$ cat src/rtl/board_pkg.sv
// board_pkg: board-wide constants and debounce channel state encoding.
package board_pkg;
  localparam int BTN_COUNT = 5;
  localparam int CLK_HZ = 12_000_000;
  localparam int DEBOUNCE_CYCLES = 240000;
  // Encoded as {level, pending}; pending means the counter is non-zero.
  typedef enum logic [1:0] {
    LOW_STABLE   = 2'b00,
    LOW_PENDING  = 2'b01,
    HIGH_STABLE  = 2'b10,
    HIGH_PENDING = 2'b11
  } deb_state_t;
endpackage

$ cat src/rtl/debounce_channel.sv
// debounce_channel: synchronizer, stability counter, level, edge pulses and toggle for one button.
module debounce_channel
  import board_pkg::*;
#(
  parameter int STABLE_CYCLES = DEBOUNCE_CYCLES
) (
  input  logic clk,
  input  logic rst_n,
  input  logic sw,
  output logic level,
  output logic rise,
  output logic fall,
  output logic toggle
);
  localparam int CW = $clog2(STABLE_CYCLES);
  localparam logic [CW-1:0] LAST = CW'(STABLE_CYCLES - 1);
  logic s1, s2, accept;
  logic [CW-1:0] cnt, cnt_next;
  deb_state_t state, state_next;
  always_ff @(posedge clk or negedge rst_n) begin
    if (!rst_n) begin
      s1     <= 1'b0;
      s2     <= 1'b0;
      cnt    <= '0;
      state  <= LOW_STABLE;
      rise   <= 1'b0;
      fall   <= 1'b0;
      toggle <= 1'b0;
    end else begin
      s1     <= sw;
      s2     <= s1;
      cnt    <= cnt_next;
      state  <= state_next;
      rise   <= accept & s2;
      fall   <= accept & ~s2;
      toggle <= toggle ^ (accept & s2);
    end
  end
  // Any sample matching the current level clears the count (glitch reject).
  always_comb begin
    accept     = (s2 != state[1]) && (cnt == LAST);
    cnt_next   = (s2 == state[1] || accept) ? '0 : cnt + 1'b1;
    state_next = deb_state_t'({state[1] ^ accept, cnt_next != '0});
  end
  assign level = state[1];
endmodule

$ cat src/rtl/button_debounce.sv
// button_debounce: N independent debounced button channels feeding the LED stage.
module button_debounce
  import board_pkg::*;
#(
  parameter int N = BTN_COUNT,
  parameter int STABLE_CYCLES = DEBOUNCE_CYCLES
) (
  input  logic         clk,
  input  logic         rst_n,
  input  logic [N-1:0] sw,
  output logic [N-1:0] btn_level,
  output logic [N-1:0] btn_rise,
  output logic [N-1:0] btn_fall,
  output logic [N-1:0] btn_toggle
);
  for (genvar i = 0; i < N; i++) begin : g_ch
    debounce_channel #(.STABLE_CYCLES(STABLE_CYCLES)) u_ch (
      .clk   (clk),
      .rst_n (rst_n),
      .sw    (sw[i]),
      .level (btn_level[i]),
      .rise  (btn_rise[i]),
      .fall  (btn_fall[i]),
      .toggle(btn_toggle[i])
    );
  end
endmodule
$ cat config.mk
export PLATFORM = sky130hd
export DESIGN_NAME = button_debounce
export DESIGN_NICKNAME = d
export VERILOG_FILES = /design/src/rtl/board_pkg.sv /design/src/rtl/debounce_channel.sv /design/src/rtl/button_debounce.sv
export SDC_FILE = /design/constraint.sdc
export NUM_CORES = 1
export LEC_CHECK = 0
export CORE_MARGIN = 3
export CORE_UTILIZATION = 54
export DETAILED_ROUTE_END_ITERATION = 8
export HOLD_SLACK_MARGIN = 0.03
export PLACE_DENSITY_LB_ADDON = 0.3
export SYNTH_ARGS = -nofsm -noshare
export SYNTH_HDL_FRONTEND = slang
export SYNTH_SLANG_ARGS = --single-unit
$ cat constraint.sdc
create_clock -name clk -period 1.9 [get_ports clk]
set_input_delay 0.19 -clock clk [delete_from_list [all_inputs] [get_ports clk]]
set_output_delay 0.19 -clock clk [all_outputs]
set_load 0.02 [all_outputs]
==> results_dict.tcl <==
set metrics [dict create \
    status "complete, no violations" \
    cts_tree "built" \
    ys_types 47 \
    min_path_type "input port to flop" \
    p_per_area_mw_per_mm2 870.0 \
    critical_path_arrival_ps 1620 \
    dieArea_sq_mm 0.01188 \
    grt_pass1_wl_mm 18.83 \
    final_common_cell "dfrtp_1" \
    core-area_sq_mm 0.01004 \
    drt-vias-per-instance 5.464 \
    antenna_found_initial 0 \
    root_buffer "clkbuf_8" \
    drv_cap 0 \
    total_power_uw 5998 \
    synth_edf_count 0 \
    dr.pass1.iters 4 \
    timing.rr.end "g_ch[1].u_ch.cnt[17]" \
    synth_fp_nets 575 \
    path_depth 1 \
    p_leak_uw 0.002859 \
    initial_core_util_pct 57.03 \
    fmax_mhz 551.3 \
    clk_pin_slew_ps 50 \
    critPathKind "flop to primary output" \
    ys_warn_count 0 \
    crit_slowest_cell "clkdlybuf4s50_1" \
    num_vias 4153 \
    drcViolationCount 0 \
    vdd_ir_drop_max_uv 592.3 \
    fin_nets 627 \
    finalCritPeriodShare_pct 95.46 \
    endpoint "btn_level[3]" \
    path_cells "clkdlybuf4s50_1" \
    regToRegSetupSlack_ps 120 \
    die_w_um 109.0 \
    worstSkewPairLatency_ps 520 \
    dp_hpwl_mm 7.360 \
    required_ps 1710 \
    port_buffers 26 \
    layout.cells.most_common_list "dfrtp_1, nor2_1, xnor2_1" \
    finalSetupViolations 0 \
    rows 36 \
    synth_top_area_share_pct 52.42 \
    finalCriticalPeriod_ps 1814 \
    synth-seq-cells 120 \
    rsz0062_at_grt "false" \
    synth.area.top_cells "dfrtp_1, xnor2_1, nor2_1" \
    drive_gt1_share_pct 14.51 \
    rr_worst_depth 4 \
    fin_skew_ps 9.148 \
    worst_pin_slew_ps 484.7 \
    gp_congestion 0.8713 \
    final-max-slew-violation-count 0 \
    cts.htree.levels 4 \
    fin_hold_ws_ps 112.3 \
    slew_headroom_pct 67.69 \
    r2r_start "g_ch[1].u_ch.cnt[5]" \
    end_kind "primary output" \
    postRouteAntennaNets 0 \
    slowest_delay_ps 660 \
    post-route-util_pct 68.63 \
    setup_tns_ps 0 \
    overflow 0 \
    cts.path.max_buffers 2 \
    worstSetupStartpointType "flop" \
    hold_viol 0 \
    cts_buffers 17 \
    path_max_fanout 6 \
    drt-total-wl_mm 10.89 \
    syn_to_final_growth_pct 20.36 \
    drt_iter0_markers 163 \
    fp.dieH_um 109.0 \
    ios 27 \
    grt_max_degree 37 \
    yosysSeqAreaShare_pct 52.42 \
    cp_top_family "buffers and inverters" \
    yosysTopAreaCell "dfrtp_1" \
    wl_per_cell_um 14.33 \
    synthCells 563 \
    grt_use_total_pct 20.14 \
    cts_num_sinks 120 \
    antenna_cells 0 \
    yosys_most_used_dff "dfrtp_1" \
    async_flop_share_pct 100.0 \
    grt_pass1_vias 4154 \
    path_buf_inv 1 \
    synth.avg_cell_area_sq_um 10.17 \
    syn_area_sq_mm 0.005728 \
]
## per-layer routing
| layer | global-route usage [%] | vias up | share of wire (%) |
|---|---|---|---|
| met5 | 0 | - | 0 |
| met4 | 6.041 | 0 | 1.0 |
| met3 | 5.447 | 13 | 4.2 |
| met2 | 32.63 | 85 | 48 |
| met1 | 26.61 | 2028 | 46 |
| li1 | - | 2027 | - |
## worst min-delay path by stage
stage,from,endpoint,cells past startpoint
2_1_floorplan,rst_n,asynchronous set/reset pin,0
3_3_place_gp,rst_n,g_ch[2].u_ch.cnt[8],1
3_5_place_dp,rst_n,g_ch[2].u_ch.cnt[8],1
4_1_cts,sw[1],g_ch[1].u_ch.s1,1
5_1_grt,sw[1],g_ch[1].u_ch.s1,1
6_report,sw[1],g_ch[1].u_ch.s1,1
## final cells by class
cell class / count / area [sq um]
Tap cell: 133 / 166.4
Timing Repair Buffer: 68 / 625.6
Sequential cell: 120 / 3003
Clock buffer: 20 / 425.4
Fill cell: 739 / 3151
Multi-Input combinational cell: 388 / 2444
Inverter: 20 / 75.07
Clock inverter: 11 / 155.1
## cell usage after synthesis, types with 2 or more instances
cell,count
nand2_1,24
o21ai_0,4
nand4_1,28
inv_1,20
nand3_1,34
a31o_2,4
mux2_2,5
nor2b_1,3
nor4_1,22
or4bb_1,2
nor3_1,25
or4_4,2
or4_1,3
buf_2,3
xor2_1,19
nand2b_1,2
dfrtp_1,120
xnor2_1,62
ha_1,5
nor3b_1,7
and4_1,2
o31ai_1,2
nor4bb_1,3
a21oi_1,7
or3_1,5
o21ai_1,2
buf_4,24
nor2_1,92
and3_1,8
nor4b_1,2
clkbuf_1,5
or2_2,2
## power breakdown
| part | total (uW) | leakage [uW] | internal (uW) | switching, uW |
|---|---|---|---|---|
| Sequential | 2630 | 0.00164 | 2600 | 36.2 |
| Clock | 3180 | 0.000292 | 2100 | 1080 |
| Combinational | 186 | 0.000926 | 72.3 | 113 |
## sequential cells by signal, indices dropped and copies added (netlist names), named ones only
| register | cells |
|---|---|
| g_ch.u_ch.toggle | 5 |
| g_ch.u_ch.rise | 5 |
| g_ch.u_ch.s2 | 5 |
| g_ch.u_ch.cnt | 90 |
| g_ch.u_ch.s1 | 5 |
| g_ch.u_ch.fall | 5 |
## what timing repair did
action,in CTS,in global routing
setup endpoints to repair,0,35
resized for setup,0,5
hold buffers,1,0
endpoints found under the hold margin,84,0
buffers inserted,0,1
## kinds of logic after synthesis
| logic type | after synthesis | share of synthesized area, % |
|---|---|---|
| DFF | 120 | 52.42 |
| buffers and inverters | 55 | 5.395 |
| adders and majority gates | 5 | 1.092 |
| and+or+nand+nor | 274 | 25.08 |
| AOI/OAI and AO/OA | 22 | 2.468 |
| muxes | 6 | 1.158 |
| xor gates and xnor gates | 81 | 12.39 |
## through the flow
stage,instances,worst slack (ps),cell area (sq um)
after global placement,727,94.05,6256
after global routing,760,6.522,6894
final,760,86.19,6894
after floorplan,563,63.80,5728
after CTS,759,37.04,6847
after detailed placement,727,32.03,6256
Note: power is estimated with default switching activity, not from simulation.
